$ cat config.mk
export PLATFORM = sky130hd
export DESIGN_NAME = fa_cache_refill_ctrl
export DESIGN_NICKNAME = d
export VERILOG_FILES = /design/src/rtl/fa_cache_pkg.sv /design/src/rtl/fa_fill_assembler.sv /design/src/rtl/fa_cache_refill_ctrl.sv
export SDC_FILE = /design/constraint.sdc
export NUM_CORES = 1
export LEC_CHECK = 0
export ABC_AREA = 1
export CORE_MARGIN = 3
export CORE_UTILIZATION = 46
export CTS_BUF_LIST = sky130_fd_sc_hd__clkbuf_8 sky130_fd_sc_hd__clkbuf_16
export CTS_CLUSTER_SIZE = 16
export DETAILED_ROUTE_END_ITERATION = 10
export PLACE_DENSITY = 0.88
export SYNTH_ARGS = -nofsm -noshare
export SYNTH_HDL_FRONTEND = slang
export SYNTH_SLANG_ARGS = --single-unit
export TNS_END_PERCENT = 100
$ cat constraint.sdc
create_clock -name clk -period 2.2 [get_ports clk]
set_clock_uncertainty 0.15 [all_clocks]
set_input_delay 0.44 -clock clk [delete_from_list [all_inputs] [get_ports clk]]
set_output_delay 0.44 -clock clk [all_outputs]
set_load 0.05 [all_outputs]
$ cat src/rtl/fa_cache_pkg.sv
// Shared types and line-format constants for the fully associative cache
// refill controller and its fill assembler.
package fa_cache_pkg;

  localparam int LINE_W         = 141;
  localparam int VALID_BIT      = 140;
  localparam int TAG_HI         = 139;
  localparam int TAG_LO         = 128;
  localparam int TAG_W          = 12;
  localparam int WORDS_PER_LINE = 4;
  localparam int WORD_W         = 32;
  localparam int DATA_W         = WORDS_PER_LINE * WORD_W;

  // One array entry: {valid, tag, data}, word 0 in the top 32 data bits.
  typedef logic [LINE_W-1:0] line_t;

  typedef enum logic [2:0] {
    ST_INIT,
    ST_IDLE,
    ST_LOOKUP,
    ST_MEM_REQ,
    ST_FILL,
    ST_WRITE,
    ST_RESP
  } refill_state_e;

  // Packs a line in the array's write-port format.
  function automatic line_t make_line(input logic              valid,
                                      input logic [TAG_W-1:0]  tag,
                                      input logic [DATA_W-1:0] data);
    return {valid, tag, data};
  endfunction

endpackage

$ cat src/rtl/fa_fill_assembler.sv
// Collects the four memory beats of a line fetch. Beats arrive in address
// order and are shifted in from the bottom, so after the last beat word 0
// sits at the top of line_data. done is high in the cycle the final beat is
// accepted, so the assembled line is complete from the following cycle.
module fa_fill_assembler
  import fa_cache_pkg::*;
(
  input  logic              clk,
  input  logic              rst,
  input  logic              clear,
  input  logic              beat_valid,
  input  logic [WORD_W-1:0] beat_data,
  output logic [DATA_W-1:0] line_data,
  output logic              done
);

  logic [1:0]        beat_cnt_q;
  logic [DATA_W-1:0] data_q;

  // Beat counter and shift register; clear starts a fresh line.
  always_ff @(posedge clk) begin
    if (rst || clear) begin
      beat_cnt_q <= '0;
      data_q     <= '0;
    end else if (beat_valid) begin
      beat_cnt_q <= beat_cnt_q + 2'd1;
      data_q     <= {data_q[DATA_W-WORD_W-1:0], beat_data};
    end
  end

  assign line_data = data_q;
  assign done      = beat_valid && (beat_cnt_q == 2'(WORDS_PER_LINE - 1));

endmodule

$ cat src/rtl/fa_cache_refill_ctrl.sv
// Request front-end and miss handler for the fully associative line array.
// Clears the array after reset, then serves one load at a time: a hit
// returns the looked-up word, a miss fetches the line, writes it into a
// round-robin victim slot and replays the lookup.
//
// Handshakes: a transfer happens on a rising clk edge where valid and ready
// are both high. A source holds valid and its payload stable until that
// edge; ready may be asserted independently of valid.
module fa_cache_refill_ctrl
  import fa_cache_pkg::*;
#(
  parameter int NUM_LINES = 256,
  parameter int ADDR_W    = 16
) (
  input  logic                         clk,
  input  logic                         rst,
  input  logic                         req_valid,
  output logic                         req_ready,
  input  logic [ADDR_W-1:0]            req_addr,
  output logic                         resp_valid,
  input  logic                         resp_ready,
  output logic [31:0]                  resp_data,
  output logic                         resp_miss,
  output logic [ADDR_W-1:0]            lkp_addr,
  input  logic                         lkp_hit,
  input  logic [31:0]                  lkp_data,
  output logic                         fill_we,
  output logic [$clog2(NUM_LINES)-1:0] fill_idx,
  output logic [LINE_W-1:0]            fill_line,
  output logic                         mem_req_valid,
  input  logic                         mem_req_ready,
  output logic [ADDR_W-5:0]            mem_req_addr,
  input  logic                         mem_rsp_valid,
  input  logic [31:0]                  mem_rsp_data,
  output logic [15:0]                  hit_count,
  output logic [15:0]                  miss_count,
  output logic [2:0]                   dbg_state
);

  localparam int IDX_W = $clog2(NUM_LINES);

  refill_state_e     state_q, state_d;
  logic [IDX_W-1:0]  init_idx_q;
  logic [IDX_W-1:0]  victim_q;
  logic [ADDR_W-1:0] addr_q;
  logic              miss_q;
  logic [31:0]       resp_data_q;
  logic [15:0]       hit_cnt_q;
  logic [15:0]       miss_cnt_q;

  logic              asm_clear;
  logic              asm_beat;
  logic              asm_done;
  logic [DATA_W-1:0] asm_data;

  logic              lookup_hit;
  logic              lookup_miss;

  assign asm_clear   = (state_q == ST_MEM_REQ) && mem_req_ready;
  assign asm_beat    = (state_q == ST_FILL) && mem_rsp_valid;
  assign lookup_hit  = (state_q == ST_LOOKUP) && lkp_hit;
  assign lookup_miss = (state_q == ST_LOOKUP) && !lkp_hit;

  fa_fill_assembler u_assembler (
    .clk        (clk),
    .rst        (rst),
    .clear      (asm_clear),
    .beat_valid (asm_beat),
    .beat_data  (mem_rsp_data),
    .line_data  (asm_data),
    .done       (asm_done)
  );

  // State register; reset always restarts the array clear.
  always_ff @(posedge clk) begin
    if (rst) state_q <= ST_INIT;
    else     state_q <= state_d;
  end

  // Next state and per-state outputs.
  always_comb begin
    state_d       = state_q;
    req_ready     = 1'b0;
    resp_valid    = 1'b0;
    mem_req_valid = 1'b0;
    fill_we       = 1'b0;
    fill_idx      = '0;
    fill_line     = '0;
    case (state_q)
      ST_INIT: begin
        fill_we  = 1'b1;
        fill_idx = init_idx_q;
        if (init_idx_q == IDX_W'(NUM_LINES - 1)) state_d = ST_IDLE;
      end
      ST_IDLE: begin
        req_ready = 1'b1;
        if (req_valid) state_d = ST_LOOKUP;
      end
      ST_LOOKUP: begin
        state_d = lkp_hit ? ST_RESP : ST_MEM_REQ;
      end
      ST_MEM_REQ: begin
        mem_req_valid = 1'b1;
        if (mem_req_ready) state_d = ST_FILL;
      end
      ST_FILL: begin
        if (asm_done) state_d = ST_WRITE;
      end
      ST_WRITE: begin
        fill_we   = 1'b1;
        fill_idx  = victim_q;
        fill_line = make_line(1'b1, addr_q[ADDR_W-1:4], asm_data);
        state_d   = ST_LOOKUP;
      end
      ST_RESP: begin
        resp_valid = 1'b1;
        if (resp_ready) state_d = ST_IDLE;
      end
      default: state_d = ST_INIT;
    endcase
  end

  // Clear index walks every line once; it wraps back to 0 as INIT ends.
  always_ff @(posedge clk) begin
    if (rst)                      init_idx_q <= '0;
    else if (state_q == ST_INIT)  init_idx_q <= init_idx_q + 1'b1;
  end

  // Round-robin victim pointer; NUM_LINES is a power of two so it wraps freely.
  always_ff @(posedge clk) begin
    if (rst)                      victim_q <= '0;
    else if (state_q == ST_WRITE) victim_q <= victim_q + 1'b1;
  end

  // Request capture and miss flag; the flag also marks the replay lookup.
  always_ff @(posedge clk) begin
    if (rst) begin
      addr_q <= '0;
      miss_q <= 1'b0;
    end else if (state_q == ST_IDLE && req_valid) begin
      addr_q <= req_addr;
      miss_q <= 1'b0;
    end else if (lookup_miss) begin
      miss_q <= 1'b1;
    end
  end

  // Response word is registered on a hit and held through RESP.
  always_ff @(posedge clk) begin
    if (rst)             resp_data_q <= '0;
    else if (lookup_hit) resp_data_q <= lkp_data;
  end

  // Saturating statistics; the replay hit after a fill is not counted.
  always_ff @(posedge clk) begin
    if (rst) begin
      hit_cnt_q  <= '0;
      miss_cnt_q <= '0;
    end else begin
      if (lookup_hit && !miss_q && hit_cnt_q != 16'hFFFF)
        hit_cnt_q <= hit_cnt_q + 16'd1;
      if (lookup_miss && miss_cnt_q != 16'hFFFF)
        miss_cnt_q <= miss_cnt_q + 16'd1;
    end
  end

  assign lkp_addr     = addr_q;
  assign mem_req_addr = addr_q[ADDR_W-1:4];
  assign resp_data    = resp_data_q;
  assign resp_miss    = miss_q;
  assign hit_count    = hit_cnt_q;
  assign miss_count   = miss_cnt_q;
  assign dbg_state    = state_q;

endmodule
==> flow_metrics.tcl, run 1 <==
set metrics [dict create \
    outcome "finished, violations left" \
    violations "negative setup slack" \
    critPathLaunchType "flop" \
    gp_congestion 0.887 \
    via_per_inst 5.61 \
    cts_made_buffers 25 \
    wl_met3_um 3540 \
    num_vias 11500 \
    die_y_um 155 \
    syn_nets 1512 \
    area_growth_pct 75.1 \
    synth_area_um2 10200 \
    cp_top_family "buffers and inverters" \
    grt-ovfl-total 0 \
    avgSynthCellArea_um2 7.15 \
    cts_tree "done" \
    path_buf_inv 3 \
    drc 0 \
    hp-class "flop to flop" \
    initial_core_util_pct 47.6 \
    clkSinkCount 230 \
    n_antenna_cell 0 \
    num_rows 53 \
    rsz0062_at_grt "true" \
    p_clk_share_pct 47.7 \
    grt_max_degree 84 \
    hpwlAfterDp_um 24900 \
    ys_types 38 \
    cp_max_fo 7 \
    cap_violations 0 \
    layout_common_cells "dfxtp_1 (227), inv_1 (189), a21oi_1 (176)" \
    grt_pass1_vias 11200 \
    cts.path.max_buffers 3 \
    setup_viol 150 \
    crit_path_frequent_cell "buf_6" \
    p_seq_share_pct 47.6 \
    cp_slowest_stage_delay_ns 0.34 \
    fin_cells 2054 \
    path_cells "buf_6, nor3_4, buf_6, nand2_1, o21ai_4, buf_12" \
    io_buffers 335 \
    post_drt_wl_per_cell_um 21.2 \
    slew_violations 0 \
    ys.warnings.count 0 \
    finalHoldViolCount 0 \
    p_sw_uw 1960 \
    final_common_cell "dfxtp_1" \
    htreeDepth 1 \
    fmax_mhz 419 \
    p_leak_uw 0.00647 \
    p_int_uw 6810 \
    place_inst 1972 \
    fillers 1096 \
    wl_met1_um 15500 \
    drive_above_1_share_pct 27.2 \
    synth-seq-area-share_pct 45.3 \
    highest_layer "met5" \
    slew_headroom_pct 63.9 \
    combPwrFrac_pct 4.7 \
    clk_latency_ns 0.51 \
    irDropWorstVdd_mv 0.557 \
    worstSetupPathType "flop to primary output" \
    antenna_left 0 \
    netlist_instances 1420 \
    grt_first_pass_wirelength_um 62000 \
    first_iter_violations 1045 \
    wl_met2_um 21200 \
    dr.pass1.iters 6 \
    antenna_found_initial 1 \
    power.total_uw 8770 \
    grt_usage_pct 32.1 \
    routed_wirelength_um 43600 \
    final_util_pct 83.3 \
    core_um2 21400 \
    cts_root_buffer "clkbuf_16" \
    ys_ff_latch 230 \
    die_x_um 155 \
    io-pin-count 336 \
    layout_worst_path_cycle_share_pct 109 \
    die_area_um2 23900 \
    dp_slack_ns 0.00292 \
    setup.worst_path.end_class "primary output" \
    critPathSlowestCell "dfxtp_2" \
    crit_arrival_ns 1.80 \
    fin_setup_tns_ns -14.77 \
    clkTransAtPathRegs_ns 0.06 \
    p_per_area_nw_per_um2 493 \
    fin_ws_ns -0.189 \
    p_sw_share_pct 22.4 \
    tightest_slew_ns 0.544 \
    worstPathRequired_ns 1.61 \
    final_nets 1853 \
    period_needed_ns 2.39 \
]
[sequential cells by signal, summed over array words and instances, names as in the netlist]
name and count:
u_assembler.line_data 128, resp_data 32, hit_count 16, lkp_addr 16, miss_count 16, init_idx_q 8, victim_q 8, dbg_state 3
u_assembler.beat_cnt_q 2, resp_miss 1
[per-layer routing]
layer,vias to the layer above,track usage (%)
met3,210,6.10
li1,5203,-
met2,707,55.3
met4,2,18.6
met1,5405,37.3
met5,-,0
[tightest hold or removal path: stages, from the launching register on]
cell and delay, ns:
dfxtp_1 0.30, nand2_1 0.06, a21oi_1 0.05
[through the flow]
step | hold slack [ns] | area, um^2
finish | 0.312 | 17800
global route | 0.339 | 17800
CTS | 0.315 | 17500
detailed placement | 0.296 | 15500
global placement | 0.289 | 15500
floorplan | 0.279 | 10500
[path summary, 6_finish.rpt]
| kind | startpoint | to | slack, ns | cells after the start |
|---|---|---|---|---|
| worst max-delay path | dbg_state[1]$_SDFFE_PP0P_ | fill_idx[3] | -0.19 | 6 |
| worst min register to register | lkp_addr[0]$_SDFFE_PP0P_ | lkp_addr[0]$_SDFFE_PP0P_ | 0.31 | 2 |
| worst max register to register | dbg_state[2]$_SDFFE_PP0P_ | u_assembler.line_data[20]$_SDFFE_PP0P_ | -0.04 | 7 |
| worst min-delay path | lkp_addr[0]$_SDFFE_PP0P_ | lkp_addr[0]$_SDFFE_PP0P_ | 0.31 | 2 |
[synthesized netlist by cell type (all sizes together)]
| master | number | area (um^2) |
|---|---|---|
| ha | 5 | 62.6 |
| xor2 | 4 | 35.0 |
| a21oi | 183 | 942 |
| xnor2 | 5 | 43.8 |
| a41oi | 1 | 8.76 |
| and2 | 1 | 6.26 |
| nand3 | 30 | 180 |
| clkbuf | 31 | 125 |
| buf | 64 | 448 |
| nor3 | 7 | 35.0 |
| clkinv | 1 | 3.75 |
| dfxtp | 230 | 4600 |
| o21ai | 203 | 1070 |
| nor2 | 274 | 1070 |
| nor3b | 2 | 15.0 |
| nand4 | 9 | 56.3 |
| o22ai | 4 | 25.0 |
| inv | 187 | 702 |
| o21a | 2 | 22.5 |
| nand2 | 174 | 681 |
| nand3b | 3 | 22.5 |
[final cells by class]
type                       instances  area (um^2)  share of cell area (%)
timing repair buffer             408         5790                    32.5
tap                              275          344                    1.93
inverter                         188          716                    4.02
multi-input combinational        908         5520                    31.0
clock inverter                    16          124                   0.697
sequential                       230         4610                    25.9
clock buffer                      29          681                    3.83
[kinds of logic after synthesis]
kind of cell	Yosys count	synth area share [%]
DFF	230	45.3
adders and majority gates	5	0.616
AOI/OAI and AO/OA	393	20.4
buffers and inverters	283	12.6
xor gates and xnor gates	9	0.776
and+or+nand+nor	500	20.3
[power by group through the flow]
| stage | registers [uW] | logic, uW | clock network, uW |
|---|---|---|---|
| 6_report | 4170 | 415 | 4180 |
| 5_1_grt | 4170 | 443 | 4340 |
| 4_1_cts | 4170 | 385 | 4150 |
| 3_5_place_dp | 4260 | 372 | 0 |
| 3_3_place_gp | 4260 | 360 | 0 |
| 2_1_floorplan | 4260 | 170 | 0 |
[what timing repair did]
| action | CTS | global route |
|---|---|---|
| buffers inserted | 19 | 4 |
| resized for setup | 262 | 44 |
| gates cloned | 10 | 4 |
| pin swaps | 14 | 8 |
| hold buffers | 0 | 0 |
| setup endpoints to repair | 229 | 172 |
Note: power is estimated with default switching activity, not from simulation.
==> run 2: changes to the inputs <==
--- a/config.mk
+++ b/config.mk
@@ -11,7 +11,7 @@
 export CTS_BUF_LIST = sky130_fd_sc_hd__clkbuf_8 sky130_fd_sc_hd__clkbuf_16
 export CTS_CLUSTER_SIZE = 16
 export DETAILED_ROUTE_END_ITERATION = 10
-export PLACE_DENSITY = 0.88
+export PLACE_DENSITY = 0.77
 export SYNTH_ARGS = -nofsm -noshare
 export SYNTH_HDL_FRONTEND = slang
 export SYNTH_SLANG_ARGS = --single-unit
==> constraint.sdc (replaced) <==
create_clock -name clk -period 2.2 [get_ports clk]
set_clock_uncertainty 0.15 [all_clocks]
set_input_delay 0.66 -clock clk [delete_from_list [all_inputs] [get_ports clk]]
set_output_delay 0.66 -clock clk [all_outputs]
set_load 0.05 [all_outputs]
==> flow_metrics.tcl, run 2 (same netlist as run 1, synthesis figures left out) <==
set metrics [dict create \
    outcome "finished, violations left" \
    violations "negative setup slack" \
    worstPathRequired_ns 1.39 \
    layout_common_cells "dfxtp_1 (227), inv_1 (187), a21oi_1 (176)" \
    slew_violations 0 \
    rsz0062_at_grt "true" \
    irDropWorstVdd_mv 0.555 \
    setup.worst_path.end_class "primary output" \
    grt_pass1_vias 10200 \
    fillers 1361 \
    crit_arrival_ns 1.78 \
    clkTransAtPathRegs_ns 0.06 \
    cp_max_fo 7 \
    final_nets 1860 \
    grt_usage_pct 26.7 \
    drc 0 \
    layout_worst_path_cycle_share_pct 118 \
    cts_tree "done" \
    largest_reg_flops 128 \
    die_area_um2 23900 \
    critPathLaunchType "flop" \
    clk_latency_ns 0.52 \
    cts_made_buffers 25 \
    worstSetupPathType "flop to primary output" \
    tightest_slew_ns 0.636 \
    postCtsHoldBufs 0 \
    die_y_um 155 \
    crit_path_frequent_cell "buf_6" \
    multi_input_area_um2 5080 \
    antenna_found_initial 2 \
    grt_max_degree 57 \
    post_drt_wl_per_cell_um 16.4 \
    final_util_pct 80.7 \
    critPathSlowestCell "dfxtp_4" \
    io_buffers 335 \
    htreeDepth 1 \
    cp_slowest_stage_delay_ns 0.36 \
    regArea_um2 4620 \
    p_per_area_nw_per_um2 501 \
    core_um2 21400 \
    hp-class "flop to flop" \
    finalHoldViolCount 0 \
    p_leak_uw 0.00623 \
    hpwlAfterDp_um 23800 \
    num_vias 10600 \
    cts.path.max_buffers 3 \
    via_per_inst 5.14 \
    final_common_cell "dfxtp_1" \
    area_growth_pct 69.7 \
    drive_above_1_share_pct 31.1 \
    grt_first_pass_wirelength_um 53000 \
    fin_ws_ns -0.390 \
    clkSinkCount 230 \
    gp_congestion 0.894 \
    cp_top_family "buffers and inverters" \
    grt-ovfl-total 0 \
    fmax_mhz 386 \
    die_x_um 155 \
    routed_wirelength_um 33900 \
    first_iter_violations 637 \
    num_rows 53 \
    dr.pass1.iters 5 \
    antenna_left 0 \
    io-pin-count 336 \
    hold_ws_ns 0.302 \
    cap_violations 0 \
    path_buf_inv 3 \
    initial_core_util_pct 47.6 \
    cts_root_buffer "clkbuf_16" \
    path_cells "buf_6, nor3_4, buf_6, nand2_1, o21ai_4, buf_12" \
    slew_headroom_pct 57.6 \
    period_needed_ns 2.59 \
    setup_viol 153 \
]
-- run 2: per-layer routing --
layer  vias up  GRT usage, %  part of all wire, %
li1       5205             -                    -
met1      4947          33.2                   40
met2       369          46.9                   50
met3        82          4.92                  6.3
met4         0          8.70                  3.5
met5         -             0                    0
-- run 2: area by class of cell --
cell class,count,share of cell area (%)
tap,275,2.00
antenna,2,0.0290
clock inverter,18,0.806
inverter,188,4.15
multi-input combinational,907,29.5
clock buffer,27,3.79
sequential,230,26.8
timing repair buffer,416,33.0
-- run 2: worst min-delay path: stages (launching register included) --
cell	delay (ns)
dfxtp_1	0.30
inv_1	0.06
a21oi_1	0.05
-- run 2: metrics by stage --
stage / setup TNS, ns / total power (uW) / setup WS (ns) / instance area [um^2] / instances
5_1_grt: -52.56 / 8940 / -0.451 / 17200 / 2063
4_1_cts: -43.65 / 8670 / -0.373 / 17000 / 2051
3_3_place_gp: -2.04 / 4640 / -0.0411 / 15600 / 1990
3_5_place_dp: -4.25 / 4650 / -0.0738 / 15600 / 1990
6_report: -44.90 / 8630 / -0.390 / 17200 / 2063
2_1_floorplan: -39.86 / 4430 / -0.374 / 10500 / 1420
-- run 2: worst paths after layout --
check                                         start                                     end  slack, ns  cells after the start
min reg2reg  u_assembler.line_data[98]$_SDFFE_PP0P_  u_assembler.line_data[98]$_SDFFE_PP0P_       0.30                      2
max                       dbg_state[0]$_SDFFE_PP0P_                             fill_idx[4]      -0.39                      6
min          u_assembler.line_data[98]$_SDFFE_PP0P_  u_assembler.line_data[98]$_SDFFE_PP0P_       0.30                      2
max reg2reg               dbg_state[2]$_SDFFE_PP0P_  u_assembler.line_data[78]$_SDFFE_PP0P_       0.07                     12
-- run 2: timing repair --
| item | 4_1_cts | 5_1_grt |
|---|---|---|
| endpoints found under the setup margin | 152 | 154 |
| gates resized for setup | 124 | 31 |
| endpoints found under the hold margin | 0 | 0 |
| gates cloned | 2 | 2 |
| pin swaps | 6 | 7 |
| buffers inserted | 14 | 8 |
-- run 2: power by group --
| part | switching, uW | internal [uW] |
|---|---|---|
| logic | 182 | 226 |
| clock network | 1690 | 2370 |
| registers | 8.13 | 4170 |
==> RTL edit 1 (config.mk and constraints of run 2) <==
Register the output `hit_count` once more, with the module's reset; this adds one clock of latency there. The other outputs are not delayed to match.
--- a/src/rtl/fa_cache_refill_ctrl.sv
+++ b/src/rtl/fa_cache_refill_ctrl.sv
@@ -168,7 +168,13 @@
   assign mem_req_addr = addr_q[ADDR_W-1:4];
   assign resp_data    = resp_data_q;
   assign resp_miss    = miss_q;
-  assign hit_count    = hit_cnt_q;
+  always_ff @(posedge clk) begin
+    if (rst) begin
+      hit_count <= '0;
+    end else begin
+      hit_count <= hit_cnt_q;
+    end
+  end
   assign miss_count   = miss_cnt_q;
   assign dbg_state    = state_q;
 
Formal check against the unedited RTL: same outputs for any inputs over 10 cycles, from zero or initial values and one cycle with rst high; that may be too few to reach the edited logic, so the function may still have changed.
==> RTL edit 1 against run 2 <==
  * The run still ends with setup timing left
  * Count of clock-buffer cells in the layout grew 6
  * Hold slack improved by 25 ps
  * Synthesized area increased by 2.8%
  * Worst setup slack lost 26 ps
  * Wire length increased by 8.3%
  * Non-clock buffer count up 1
  * Sequential cell count rose by 16
  * Cell area is 5.5% higher
  * Critical endpoint is now fill_line[19]
Power is not compared: it rests on default switching activity, and its combinational part moved more than twofold at a synthesized area within 25%.
==> RTL edit 1: results (changes against run 2) <==
| Metric | Value |
|---|---|
| Status | finished, violations left (unchanged) |
| Failing checks | setup timing (unchanged) |
| Post-synthesis adder-cell area fraction | 0.5989% (was 0.6158%) |
| Synth area leaders | dfxtp_1, nor2_1, a21oi_1 (unchanged) |
| Synth Area in Compound Gates | 18.88% (was 20.38%) |
| Fin Setup TNS | -52960 ps (was -44900 ps) |
| Synth warn | 0 (unchanged) |
| First-pass GRT wire length | 56.25 mm (was 52.99 mm) |
| Seq/Total Area, Yosys | 47.15% (was 45.33%) |
| Hold Path Origin | hit_cnt_q[15] (was u_assembler.line_data[98]) |
| Max Slew Vio Count | 0 (unchanged) |
| Share of cells above drive strength 1 | 30.51% (was 31.13%) |
| Static leakage | 6.668 nW |
| Crit path setup slack, layout | -416.3 ps (was -390.3 ps) |
| Antenna violations before repair | 3 (was 2) |
| Routability cong. | 0.9087 (was 0.8944) |
| Setup-failing EPs final | 154 (was 153) |
| Syn nets | 1557 (was 1512) |
| Wirelength, routed | 36.68 mm (was 33.87 mm) |
| Layout net count | 1904 (was 1860) |
| Vias in the first global route | 10640 (was 10170) |
| Xor/xnor share of the synthesized area | 0.9224% (was 0.7760%) |
| DRT iter0 DRCs | 679 (was 637) |
| Worst r2r src | dbg_state[1] (was dbg_state[2]) |
| CTS Buf Count | 26 (was 25) |
| Synth cell count leaders | nor2_1, dfxtp_1, inv_1 (unchanged) |
| DP Wirelength | 24.13 mm (was 23.77 mm) |
| Crit path DAT | 1810 ps (was 1780 ps) |
| Largest net degree at the start of global routing | 124 (was 57) |
| Tot GR Track Use | 28.17% (was 26.73%) |
| Worst Max-Slew Pin Slew | 523.8 ps (was 636.3 ps) |
| Via/cell ratio | 5.187 (was 5.140) |
| Netlist cell types | 36 (was 38) |
| Fill count | 1288 (was 1361) |
-- RTL edit 1: changes by cell type after synthesis, moves of 10 or more --
| cell | change |
|---|---|
| nor2_1 | +27 |
| dfxtp_1 | +16 |
| o21ai_1 | +16 |
| o21ai_2 | -13 |
| inv_1 | +11 |
| nand2_1 | -10 |
-- RTL edit 1: kinds of logic after synthesis --
kind of cell,Yosys count
AOI/OAI and AO/OA,389
xor gates and xnor gates,11
adders and majority gates,5
buffers and inverters,299
DFF,246
and+or+nand+nor,515
-- RTL edit 1: through the flow --
| stage | cells | cell area (sq um) | setup slack [ps] | util (%) |
|---|---|---|---|---|
| after floorplan | 1465 | 11070 | -337.4 | - |
| final | 2113 | 18180 | -416.3 | 82.27 |
| after CTS | 2099 | 17850 | -414.5 | 80.79 |
| after global routing | 2113 | 18180 | -446.2 | 82.27 |
| after global placement | 2029 | 16080 | -137.9 | 72.76 |
| after detailed placement | 2029 | 16080 | -143.4 | 72.76 |
-- RTL edit 1: cell type report --
type	instances	area, sq um	area share (%)
inverters	201	777.0	4.275
diodes	1	2.502	0.01377
flip-flops and latches	246	4936	27.15
multi-input cells	920	5348	29.42
repair buffers	417	5836	32.10
clock buffers	33	758.2	4.171
well taps	280	350.3	1.927
clock inverters	15	170.2	0.9361
-- RTL edit 1: worst max-delay path, cell delays in order (launching register included) --
cell and delay (ps):
dfxtp_4 360, inv_4 60, nand3_4 100, buf_12 180, buf_16 160, buf_12 150
nor2_4 110, buf_12 140
-- RTL edit 1: path summary, 6_finish.rpt --
path | endpoint | slack, ps | cells after the start
worst max-delay path | fill_line[19] | -420 | 7
worst min-delay path | hit_count[15] | 330 | 2
worst max register to register | u_assembler.line_data[55] | 90 | 9
worst min register to register | hit_count[15] | 330 | 2
-- RTL edit 1: power groups by stage --
stage	Sequential [mW]	Combinational, mW	Clock (mW)
CTS	5.45	5.45	4.76
global route	5.54	6.14	4.95
detailed placement	5.54	4.87	0
floorplan	6.14	2.63	0
finish	5.47	5.76	4.71
global placement	5.51	4.75	0
-- RTL edit 1: metal layers --
layer	part of all wire (%)	vias up	wire (um)	track usage, %
li1	-	5337	-	-
met1	40	5115	14570	34.41
met2	50	404	18220	48.84
met3	6.9	101	2534	6.305
met4	3.6	4	1333	10.00
met5	0.074	-	27	0
-- RTL edit 1: what timing repair did --
item | in CTS | in global routing
setup buffers | 18 | 8
pin swaps | 3 | 4
endpoints found under the hold margin | 0 | 0
gates cloned | 4 | 5
gates resized for setup | 137 | 34
endpoints found under the setup margin | 153 | 168
==> RTL edit 2 (config.mk and constraints of run 2) <==
Made on the original files. Set the parameter `NUM_LINES` to 128 (it was 256).
--- a/src/rtl/fa_cache_refill_ctrl.sv
+++ b/src/rtl/fa_cache_refill_ctrl.sv
@@ -9,7 +9,7 @@
 module fa_cache_refill_ctrl
   import fa_cache_pkg::*;
 #(
-  parameter int NUM_LINES = 256,
+  parameter int NUM_LINES = 128,
   parameter int ADDR_W    = 16
 ) (
   input  logic                         clk,
Ports: changed (resized fill_idx); port bits go from 336 to 335. The function was not compared with the original's and may differ.
==> RTL edit 2 against run 2 <==
  * The run still ends with setup timing left
  * Critical path depth unchanged
  * Synthesized area down 3.3%
  * Sequential cell count down 2
  * Combinational power shrank 6.6%
  * Power up 0.93%
  * Worst setup slack improved by 22 ps
  * Non-clock buffer count is 4 lower
  * Cell area rose by 0.57%
  * Critical endpoint is now fill_line[101]
  * Wire length down 0.24%
  * First-iteration DRC count shrank 18%
  * Largest power group is now the clock network
==> RTL edit 2: results (changes against run 2) <==
| Metric | Value |
|---|---|
| Crit path setup slack, layout | -368.3 ps (was -390.3 ps) |
| Post-CTS Setup Bufs | 6 (was 14) |
| Worst Max-Slew Pin Slew | 678.3 ps (was 636.3 ps) |
| Placed cells | 1964 (was 1990) |
| Synth area leaders | dfxtp_1, nor2_1, a21oi_1 (unchanged) |
| Crit path DAT | 1760 ps (was 1780 ps) |
| Hold Path Origin | lkp_addr[1] (was u_assembler.line_data[98]) |
| Status | finished, violations left (unchanged) |
| Synth warn | 0 (unchanged) |
| Tot GR Track Use | 26.69% (was 26.73%) |
| Via/cell ratio | 5.174 (was 5.140) |
| Met3 WL | 2.385 mm (was 2.145 mm) |
| Worst r2r path cells | 11 (was 12) |
| Setup-failing EPs final | 152 (was 153) |
| Max rail drop VDD | 0.6174 mV (was 0.5547 mV) |
| Antenna violations before repair | 0 (was 2) |
| Met1 usage | 31.77% (was 33.17%) |
| Synth cell count leaders | nor2_1, dfxtp_1, a21oi_1 (was nor2_1, dfxtp_1, inv_1) |
| CP startpoint | dbg_state[1] (was dbg_state[0]) |
| PortBufs | 334 (was 335) |
| Static leakage | 6.154 nW (was 6.227 nW) |
| Met2 WL | 17.47 mm (was 17.03 mm) |
| Critical Path Sink | fill_line[101] (was fill_idx[4]) |
| RR Endpoint | u_assembler.line_data[115] (was u_assembler.line_data[78]) |
| Wirelength, routed | 33.79 mm (was 33.87 mm) |
| Pre-CTS WS | -116.9 ps (was -73.76 ps) |
| Post-CTS sizing | 59 (was 124) |
| DRT iter0 DRCs | 525 (was 637) |
| Drt wl/cell | 16.68 um (was 16.42 um) |
| Ys flop type | dfxtp_1 (unchanged) |
| Cells after Synth | 1399 (was 1420) |
| Routability cong. | 0.8874 (was 0.8944) |
| CP max FO | 19 (was 7) |
| Xor/xnor share of the synthesized area | 0.8027% (was 0.7760%) |
| DP Wirelength | 23.47 mm (was 23.77 mm) |
| Vias in the first global route | 9895 (was 10170) |
| Mux contribution to synthesized area | 0% (unchanged) |
| P_int | 6.883 mW (was 6.758 mW) |
| Fin Setup TNS | -45830 ps (was -44900 ps) |
| Syn nets | 1491 (was 1512) |
| Met3 Usage GRT | 5.518% (was 4.924%) |
| Met2 Usage GRT | 47.95% (was 46.90%) |
| Failing checks | setup timing (unchanged) |
## RTL edit 2: changes by cell type in the layout (fill, tap and decap cells not counted), moves of 6 or more
cell,delta
a21oi_1,+8
nand2_1,-6
inv_1,-8
o21ai_2,-12
nor2_4,+78
o21ai_1,+44
a21oi_2,-7
nor2_1,-26
nor2_2,-59
o21ai_0,-32
## RTL edit 2: per-stage QoR
| step | hold WS (ps) | area (sq um) | total power [mW] | utilization (%) |
|---|---|---|---|---|
| final | 315.6 | 17330 | 8.715 | 84.05 |
| after global routing | 345.8 | 17330 | 8.985 | 84.05 |
| after CTS | 321.7 | 17040 | 8.782 | 82.62 |
| after detailed placement | 309.5 | 15860 | 4.596 | 76.88 |
| after global placement | 302.4 | 15860 | 4.589 | 76.88 |
| after floorplan | 292.6 | 10770 | 4.377 | - |
## RTL edit 2: power by group through the flow
stage / registers [mW] / clock network, mW / logic [mW]
3_3_place_gp: 4.23 / 0 / 0.363
6_report: 4.13 / 4.20 / 0.382
5_1_grt: 4.13 / 4.44 / 0.414
4_1_cts: 4.13 / 4.27 / 0.374
3_5_place_dp: 4.23 / 0 / 0.370
2_1_floorplan: 4.22 / 0 / 0.152
## RTL edit 2: how the worst min path moves through the flow
stage,end,slack (ps)
final,lkp_addr[1],320
after global routing,lkp_addr[1],350
after global placement,u_assembler.beat_cnt_q[1],300
after detailed placement,lkp_addr[2],310
after floorplan,u_assembler.beat_cnt_q[0],290
after CTS,lkp_addr[2],320
## RTL edit 2: cell type report
cell class	count	area (sq um)
clock buffer	28	678.2
clock inverter	12	137.6
fill	1193	3291
inverter	189	728.2
multi-input combinational	887	5281
sequential	228	4577
tap	270	337.8
timing repair buffer	412	5594
